**src/rtl/stream_frame_controller.sv**
```systemverilog
`timescale 1ns/1ps
`default_nettype none
// +----------------------------------------------------------------------------+
// | Module  : stream_frame_controller                                          |
// | Brief   : Frame sequencer: locks blur enable per frame, tracks pixel       |
// |           coordinates and repairs short/long/overlapping frames.           |
// | Revision: 1.0                                                              |
// +----------------------------------------------------------------------------+
module stream_frame_controller #(
    parameter int                IMG_WIDTH  = 320,
    parameter int                IMG_HEIGHT = 240,
    parameter int                DATA_W     = 12,
    parameter logic [DATA_W-1:0] PAD_VALUE  = '0
) (
    input  logic                          clk,
    input  logic                          reset,
    input  logic                          valid_in,
    input  logic                          startofpacket_in,
    input  logic                          endofpacket_in,
    input  logic [DATA_W-1:0]             data_in,
    output logic                          ready_out,
    output logic                          valid_out,
    output logic                          startofpacket_out,
    output logic                          endofpacket_out,
    output logic [DATA_W-1:0]             data_out,
    input  logic                          ready_in,
    input  logic                          blur_req,
    output logic                          is_underage,
    output logic [$clog2(IMG_WIDTH)-1:0]  x_pos,
    output logic [$clog2(IMG_HEIGHT)-1:0] y_pos,
    output logic [7:0]                    frame_count,
    output logic                          err_short,
    output logic                          err_long,
    output logic                          err_sop
);

    localparam int c_X_W = $clog2(IMG_WIDTH);
    localparam int c_Y_W = $clog2(IMG_HEIGHT);
    localparam logic [c_X_W-1:0] c_X_LAST = c_X_W'(IMG_WIDTH - 1);
    localparam logic [c_Y_W-1:0] c_Y_LAST = c_Y_W'(IMG_HEIGHT - 1);

    typedef enum logic [1:0] {
        S_IDLE   = 2'd0,
        S_ACTIVE = 2'd1,
        S_PAD    = 2'd2,
        S_DROP   = 2'd3
    } state_t;

    state_t r_state, w_state_nxt;

    logic              r_valid, r_sop, r_eop, r_underage;
    logic [DATA_W-1:0] r_data;
    logic [c_X_W-1:0]  r_x, r_nx;
    logic [c_Y_W-1:0]  r_y, r_ny;
    logic [7:0]        r_frame_count;
    logic              r_err_short, r_err_long, r_err_sop;
    logic [DATA_W-1:0] r_hold_data;
    logic              r_hold_eop, r_hold_full, r_pad_done;

    logic              w_slot_free, w_accept, w_at_last;
    logic              w_load, w_ld_sop, w_ld_eop, w_ld_first, w_latch_u, w_fc_inc;
    logic [DATA_W-1:0] w_ld_data;
    logic              w_err_short, w_err_long, w_err_sop;
    logic              w_hold_set, w_hold_clr, w_pad_last;

    assign w_slot_free = ~r_valid | ready_in;
    assign ready_out   = (r_state != S_PAD) & ~r_hold_full & w_slot_free;
    assign w_accept    = valid_in & ready_out;
    // r_nx/r_ny always point at the coordinate the next non-sop load will take
    assign w_at_last   = (r_nx == c_X_LAST) && (r_ny == c_Y_LAST);

    always_ff @(posedge clk or posedge reset) begin
        if (reset) r_state <= S_IDLE;
        else       r_state <= w_state_nxt;
    end

    always_comb begin
        w_state_nxt = r_state;
        w_load      = 1'b0;
        w_ld_data   = data_in;
        w_ld_sop    = 1'b0;
        w_ld_eop    = 1'b0;
        w_ld_first  = 1'b0;
        w_latch_u   = 1'b0;
        w_fc_inc    = 1'b0;
        w_err_short = 1'b0;
        w_err_long  = 1'b0;
        w_err_sop   = 1'b0;
        w_hold_set  = 1'b0;
        w_hold_clr  = 1'b0;
        w_pad_last  = 1'b0;
        case (r_state)
            S_IDLE, S_DROP: begin
                if (w_accept && startofpacket_in) begin
                    w_load     = 1'b1;
                    w_ld_sop   = 1'b1;
                    w_ld_first = 1'b1;
                    w_latch_u  = 1'b1;
                    if (endofpacket_in) begin
                        w_ld_eop    = 1'b1;
                        w_fc_inc    = 1'b1;
                        w_err_short = 1'b1;
                        w_state_nxt = S_IDLE;
                    end else begin
                        w_state_nxt = S_ACTIVE;
                    end
                end
            end
            S_ACTIVE: begin
                if (w_accept) begin
                    if (startofpacket_in) begin
                        w_hold_set  = 1'b1;
                        w_err_sop   = 1'b1;
                        w_state_nxt = S_PAD;
                    end else begin
                        w_load = 1'b1;
                        if (endofpacket_in) begin
                            w_ld_eop    = 1'b1;
                            w_fc_inc    = 1'b1;
                            w_err_short = ~w_at_last;
                            w_state_nxt = S_IDLE;
                        end else if (w_at_last) begin
                            w_ld_eop    = 1'b1;
                            w_fc_inc    = 1'b1;
                            w_err_long  = 1'b1;
                            w_state_nxt = S_DROP;
                        end
                    end
                end
            end
            S_PAD: begin
                if (w_slot_free) begin
                    w_load = 1'b1;
                    if (!r_pad_done) begin
                        w_ld_data = PAD_VALUE;
                        if (w_at_last) begin
                            w_ld_eop   = 1'b1;
                            w_fc_inc   = 1'b1;
                            w_pad_last = 1'b1;
                        end
                    end else begin
                        // held sop beat opens the next frame
                        w_ld_data  = r_hold_data;
                        w_ld_sop   = 1'b1;
                        w_ld_first = 1'b1;
                        w_latch_u  = 1'b1;
                        w_hold_clr = 1'b1;
                        if (r_hold_eop) begin
                            w_ld_eop    = 1'b1;
                            w_fc_inc    = 1'b1;
                            w_err_short = 1'b1;
                            w_state_nxt = S_IDLE;
                        end else begin
                            w_state_nxt = S_ACTIVE;
                        end
                    end
                end
            end
            default: w_state_nxt = S_IDLE;
        endcase
    end

    always_ff @(posedge clk or posedge reset) begin
        if (reset) begin
            r_valid       <= 1'b0;
            r_sop         <= 1'b0;
            r_eop         <= 1'b0;
            r_data        <= '0;
            r_x           <= '0;
            r_y           <= '0;
            r_nx          <= '0;
            r_ny          <= '0;
            r_underage    <= 1'b0;
            r_frame_count <= '0;
            r_err_short   <= 1'b0;
            r_err_long    <= 1'b0;
            r_err_sop     <= 1'b0;
            r_hold_data   <= '0;
            r_hold_eop    <= 1'b0;
            r_hold_full   <= 1'b0;
            r_pad_done    <= 1'b0;
        end else begin
            if (w_load) begin
                r_valid <= 1'b1;
                r_data  <= w_ld_data;
                r_sop   <= w_ld_sop;
                r_eop   <= w_ld_eop;
                if (w_ld_first) begin
                    r_x  <= '0;
                    r_y  <= '0;
                    r_nx <= c_X_W'(1);
                    r_ny <= '0;
                end else begin
                    r_x <= r_nx;
                    r_y <= r_ny;
                    if (r_nx == c_X_LAST) begin
                        r_nx <= '0;
                        r_ny <= (r_ny == c_Y_LAST) ? '0 : r_ny + 1'b1;
                    end else begin
                        r_nx <= r_nx + 1'b1;
                    end
                end
            end else if (w_slot_free) begin
                r_valid <= 1'b0;
                r_sop   <= 1'b0;
                r_eop   <= 1'b0;
            end
            if (w_latch_u) r_underage <= blur_req;
            if (w_fc_inc)  r_frame_count <= r_frame_count + 8'd1;
            r_err_short <= w_err_short;
            r_err_long  <= w_err_long;
            r_err_sop   <= w_err_sop;
            if (w_hold_set) begin
                r_hold_data <= data_in;
                r_hold_eop  <= endofpacket_in;
                r_hold_full <= 1'b1;
            end else if (w_hold_clr) begin
                r_hold_full <= 1'b0;
            end
            if (w_pad_last)      r_pad_done <= 1'b1;
            else if (w_hold_clr) r_pad_done <= 1'b0;
        end
    end

    assign valid_out         = r_valid;
    assign startofpacket_out = r_sop;
    assign endofpacket_out   = r_eop;
    assign data_out          = r_data;
    assign x_pos             = r_x;
    assign y_pos             = r_y;
    assign is_underage       = r_underage;
    assign frame_count       = r_frame_count;
    assign err_short         = r_err_short;
    assign err_long          = r_err_long;
    assign err_sop           = r_err_sop;

endmodule

`default_nettype wire

```
**config.mk**
```make
export PLATFORM = sky130hd
export DESIGN_NAME = stream_frame_controller
export DESIGN_NICKNAME = d
export VERILOG_FILES = /design/src/rtl/stream_frame_controller.sv
export SDC_FILE = /design/constraint.sdc
export NUM_CORES = 1
export LEC_CHECK = 0
export ABC_AREA = 1
export CORE_MARGIN = 4
export CORE_UTILIZATION = 57
export DETAILED_ROUTE_END_ITERATION = 8
export PLACE_DENSITY = 0.91
export RECOVER_POWER = 50
export SLEW_MARGIN = 20
export SYNTH_ARGS = -nofsm -noshare
export SYNTH_HDL_FRONTEND = slang
export SYNTH_SLANG_ARGS = --single-unit
```
**constraint.sdc**
```tcl
create_clock -name clk -period 5.05 [get_ports clk]
set_input_delay 1.2625 -clock clk [delete_from_list [all_inputs] [get_ports clk]]
set_output_delay 1.2625 -clock clk [all_outputs]
set_load 0.01 [all_outputs]
```
==> results of run 1 <==
==> registers in the layout, indices dropped and copies added (netlist names), 2 cells and up <==
| name | count |
|---|---|
| data_out | 12 |
| frame_count | 8 |
| r_hold_data | 12 |
| r_nx | 9 |
| r_ny | 8 |
| r_state | 2 |
| x_pos | 9 |
| y_pos | 8 |
==> layout make-up <==
type,count,area [µm²],area share (%)
clock buffers,11,141.4,3.040
flip-flops and latches,78,1952,41.97
well taps,77,96.34,2.072
repair buffers,67,658.1,14.15
inverters,41,153.9,3.309
clock inverters,4,95.09,2.045
multi-input cells,321,1554,33.41
==> kinds of logic (layout without fill, tap and decap cells) <==
logic type	count (synthesis)	count (layout)	share of synthesized area [%]
compound gates	56	56	9.010
xor+xnor	11	11	2.551
fa+ha+maj	5	5	1.656
buf+inv	56	123	6.757
flops	78	78	51.67
simple gates	249	249	28.35
==> routing by layer <==
| layer | up-vias | track usage, % |
|---|---|---|
| met3 | 17 | 4.424 |
| met5 | - | 0 |
| met1 | 1576 | 31.37 |
| met2 | 154 | 39.79 |
| met4 | 0 | 9.743 |
| li1 | 1582 | - |
==> where the power goes <==
| part | switching [mW] | leakage [nW] | internal, mW |
|---|---|---|---|
| registers | 0.145 | 0.997 | 0.850 |
| clock network | 0.229 | 0.119 | 0.339 |
| logic | 0.655 | 1.18 | 0.408 |
| total | 1.03 | 2.29 | 1.60 |
==> worst paths after layout <==
kind	slack, ps	start	endpoint	cells past startpoint
min in group asynchronous	1670	reset	data_out[6]$_DFFE_PP0P_	2
min	480	r_hold_data[10]$_DFFE_PP0P_	r_hold_data[10]$_DFFE_PP0P_	2
max in group asynchronous	1650	reset	data_out[2]$_DFFE_PP0P_	3
min reg2reg	480	r_hold_data[10]$_DFFE_PP0P_	r_hold_data[10]$_DFFE_PP0P_	2
max	1100	ready_in	ready_out	6
max reg2reg	2220	r_state[0]$_DFFE_PP0P_	data_out[9]$_DFFE_PP0P_	10
==> cell usage after synthesis <==
cell	number	area [µm²]
o22ai_1	1	6.260
nand3_2	1	10.01
o21ai_0	21	105.1
xnor2_1	2	17.52
buf_6	4	45.04
dfrtp_1	78	1952
nor3_4	1	16.27
a31oi_1	12	75.07
nand2_2	8	50.05
buf_2	6	30.03
nor3_1	6	30.03
nand2_4	2	22.52
xor2_1	9	78.83
o21ai_1	9	45.04
nand3_1	26	130.1
nor3b_1	1	7.510
nor2_1	37	138.9
nand3b_1	2	15.01
clkbuf_1	3	11.26
inv_1	40	150.1
buf_4	2	15.01
inv_2	1	3.750
o21ai_2	8	70.07
or2_2	1	6.260
a21oi_1	3	15.01
nand2_1	154	578.1
nand4_1	6	37.54
nor3_2	1	10.01
nor2_2	3	18.77
a21oi_4	1	16.27
o211ai_1	1	7.510
ha_1	5	62.56
==> critical path, stage by stage <==
cell             delay (ps)
clkdlybuf4s50_1         450
inv_1                    30
nand2_1                 190
nand2_2                 120
inv_1                    80
clkdlybuf4s50_1         540
==> through the flow <==
step                instance area, µm²  total power [mW]  hold WS, ps  utilization (%)  setup WS (ps)
floorplan                         3777             1.712        442.2                -           1792
global placement                  4433             2.028        453.5            69.42           1203
detailed placement                4433             2.091        461.3            69.42           1198
CTS                               4669             2.673        485.9            73.12           1169
global route                      4651             2.811        501.9            72.83           1037
finish                            4651             2.626        482.9            72.83           1103
==> placed cells by master (no fill, tap or decap), types with 2 or more instances in the layout <==
cell type and instances:
a21oi_1 3, a31oi_1 12, buf_4 3, bufinv_16 3
clkbuf_8 10, clkdlybuf4s50_1 26, dfrtp_1 78, dlygate4sd3_1 37
ha_1 5, inv_1 40, nand2_1 155, nand2_2 7
nand2_4 2, nand3_1 26, nand3b_1 2, nand4_1 6
nor2_1 38, nor2_2 2, nor3_1 7, o21ai_0 21
o21ai_1 9, o21ai_2 8, xnor2_1 2, xor2_1 9
==> reports/results.ini, run 1 <==
[drt]
wl_met3_um=640
avgRoutedWirePerCell_um=14.69
drt-met1-wl_um=3619
totalWireLength_um=8801
vias_per_cell=5.558
highest_layer=met4
vias=3329
drtAntennaViolNets=0
drt_iter0_drc=241
drc=0
drt_first_pass_iters=5
dr_wl_met2_um=4366

[cts]
h-tree-depth=3
cts_resized=0
clk_path_buf_depth=2
cts_buffers=9
clk_pin_slew_ps=80
cts_setup_buffers=0
ctsHoldBuffers=0
cts_root_buf=clkbuf_8
insertion_delay_ps=360
cts_tree=yes
clock-sinks=78

[outcome]
outcome=finished clean

[finish]
area_growth_pct=23.12
fillCellCount=455
drive_gt1_share_pct=8.046
diodes=0
finalNetCount=542
final_cells=599

[sta]
tightest_slew_ps=1228
rsz0062_at_grt=no
finalSetupViolCount=0
slew_viol_final=0
hold_viol=0
tns_ps=0
period_share_pct=78.15
clock.fmax_mhz=253.4
slew_headroom_pct=18.08
finalClockSkew_ps=11.44
min_period_ps=3947

[global_routing]
grt_pass1_vias=3263
grt_usage_pct=24.08
grt_overflow_total=0
antenna_found_initial=0
grt_max_degree=47
grt_pass1_wl_um=14780

[synth]
ys_seq_area_share_pct=51.67
syn_area_mm2=0.003777
synth_warnings=0
synthCells=455
syn_avg_cell_area_um2=8.302
syn_nets=479
synth_cell_type_count=32
ys_seq_elements=78

[floorplanning]
die_y_um=89.41
core_mm2=0.006386
initial_core_util_pct=59.15
rows=29
fp.dieW_um=89.41
dieArea_mm2=0.007993
pin_count=64

[power]
ir_drop_uv=365.6
p_leak_nw=2.292
power_density_mw_per_mm2=564.6

[setup_path]
required_ps=3790
crit_arrival_ps=2680
crit_path_end_kind=output pin
critPathLaunchType=input port
worstSetupPathType=input port to output pin
path_max_fanout=5

[placed_design]
dpl.hpwl_um=5773
gp_congestion=0.9159
port_buffers=63
placed_cells=584

[job]
drv_cap=0

[worst_hold_path]
hold_path.class=register to register

Note: power is estimated with default switching activity, not from simulation.
==> inputs of run 2 (changes only) <==
Settings changed: CORE_UTILIZATION 57 to 53, PLACE_DENSITY 0.91 to 0.86.
Clock period 5.05 ns to 3.65 ns, I/O delays scaled along.
==> run 2 against run 1 <==
Against the previous run: largest power group unchanged; register-to-register slack lost 1200 ps; utilization shrank 5.3 points; global-route usage down 2.6 points; setup slack got worse by 580 ps; sequential share of layout area grew 0.14 points; critical path type unchanged; critical endpoint unchanged.
==> reports/results.ini, run 2 (same netlist as run 1, synthesis figures left out) <==
[setup_path]
path_max_fanout=5  ; unchanged
worstSetupPathType=input port to output pin
max_stage_delay_ps=540  ; about the same
reg2reg_depth=10  ; unchanged
crit_path_end_kind=output pin
required_ps=2740  ; -1050 ps
cp_slowest_cell=clkdlybuf4s50_1
critPathLaunchType=input port
cp_cell_sequence=clkdlybuf4s50_1 -> inv_1 -> nand2_2 -> nand2_2 -> inv_1 -> clkdlybuf4s50_1
crit_arrival_ps=2210  ; -470 ps

[sta]
finalSetupViolCount=0  ; unchanged
min_period_ps=3126
finalClockSkew_ps=10.73  ; -0.7105 ps
worst_slack_ps=524.1  ; -579.3 ps
slew_headroom_pct=25.05  ; +7.0 points
hold_ws_ps=475.2  ; -7.667 ps
hold_viol=0  ; unchanged
rsz0062_at_grt=no
clock.fmax_mhz=319.9
tns_ps=0  ; unchanged
tightest_slew_ps=1123  ; -104.5 ps
period_share_pct=85.64
slew_viol_final=0  ; unchanged

[finish]
drive_gt1_share_pct=8.397  ; +0.35 points
finalNetCount=543  ; +0.18%
final_cell_mix=nand2_1 (154), dfrtp_1 (78), clkdlybuf4s50_1 (43), inv_1 (40), nor2_1 (38)
postLayoutCellArea_mm2=0.004636  ; -0.32%
area_growth_pct=22.72
final_common_cell=nand2_1
fillCellCount=565  ; +24%
diodes=0  ; unchanged

[global_routing]
grt_pass1_vias=3157  ; -3.2%
grt_max_degree=51  ; +8.5%
grt_overflow_total=0  ; unchanged
grt_pass1_wl_um=14690  ; -0.60%
grt_usage_pct=21.46  ; -2.6 points
antenna_found_initial=0  ; unchanged

[drt]
drt_iter0_drc=250  ; +3.7%
drc=0  ; unchanged
drtAntennaViolNets=0  ; unchanged
drt_first_pass_iters=7  ; +2
totalWireLength_um=8507  ; -3.3%
avgRoutedWirePerCell_um=13.72  ; -6.6%
vias=3233  ; -2.9%
vias_per_cell=5.215  ; -6.2%

[power]
finalPower_mw=3.452  ; +31%
power_density_mw_per_mm2=744.6  ; +32%
p_leak_nw=2.249  ; -1.9%
ir_drop_uv=469.7  ; +28%

[outcome]
outcome=finished clean

[floorplanning]
initial_core_util_pct=54.99  ; -4.2 points
rows=30  ; +3.4%
core_mm2=0.006869  ; +7.6%
fp.dieW_um=92.42  ; +3.4%
pin_count=64  ; unchanged
die_y_um=92.42  ; +3.4%
dieArea_mm2=0.008541  ; +6.9%

[cts]
cts_root_buf=clkbuf_8
cts_resized=0  ; unchanged
ctsHoldBuffers=0  ; unchanged
cts_setup_buffers=0  ; unchanged
cts_tree=yes
cts_buffers=9  ; unchanged
clk_path_buf_depth=2  ; unchanged
clk_pin_slew_ps=80  ; about the same
h-tree-depth=3  ; unchanged
clock-sinks=78  ; unchanged
insertion_delay_ps=360  ; about the same

[placed_design]
dpl_cell_area_mm2=0.004477  ; +0.99%
port_buffers=63  ; unchanged
gp_congestion=0.8681  ; -5.2%
dpl.hpwl_um=5957  ; +3.2%
place_ws_ps=499.1  ; -698.9 ps

[job]
drv_cap=0  ; unchanged

[worst_hold_path]
holdPathStages=2  ; unchanged
hold_path.class=register to register

-- run 2: area by class of cell --
cell class | count | area, µm² | share of cell area [%]
sequential | 78 | 1952 | 42.11
timing repair buffer | 68 | 676.9 | 14.60
multi-input combinational | 321 | 1556 | 33.58
tap | 96 | 120.1 | 2.591
clock buffer | 10 | 127.6 | 2.753
clock inverter | 6 | 48.80 | 1.053
inverter | 41 | 153.9 | 3.320
-- run 2: path summary, 6_finish.rpt --
path | start | end | slack, ps
setup / recovery | ready_in | ready_out | 520
setup reg to reg | r_state[0]$_DFFE_PP0P_ | data_out[9]$_DFFE_PP0P_ | 980
min in group asynchronous | reset | r_hold_data[5]$_DFFE_PP0P_ | 1280
max in group asynchronous | reset | r_nx[0]$_DFFE_PP0P_ | 1550
hold reg to reg | r_hold_data[0]$_DFFE_PP0P_ | r_hold_data[0]$_DFFE_PP0P_ | 480
hold / removal | r_hold_data[0]$_DFFE_PP0P_ | r_hold_data[0]$_DFFE_PP0P_ | 480
-- run 2: worst max-delay path: cells and delay by family --
| family | cells | cell delay (ps) |
|---|---|---|
| buffers and inverters | 4 | 1110 |
| and+or+nand+nor | 2 | 190 |
-- run 2: routing by layer --
layer	up-vias	part of all wire, %	global-route usage (%)
met1	1535	44	28.26
met3	16	5.2	3.574
met4	0	1.8	8.787
met2	96	49	35.29
met5	-	0	0
li1	1586	-	-
-- run 2: where the power goes --
| group | switching [mW] | internal, mW |
|---|---|---|
| Sequential | 0.201 | 1.18 |
| Combinational | 0.890 | 0.597 |
| Clock | 0.339 | 0.250 |
| Total | 1.43 | 2.02 |
-- run 2: per-stage QoR --
stage          util [%]  cells
2_1_floorplan         -    455
3_3_place_gp      65.17    604
3_5_place_dp      65.17    604
4_1_cts           67.74    620
5_1_grt           67.49    620
6_report          67.49    620
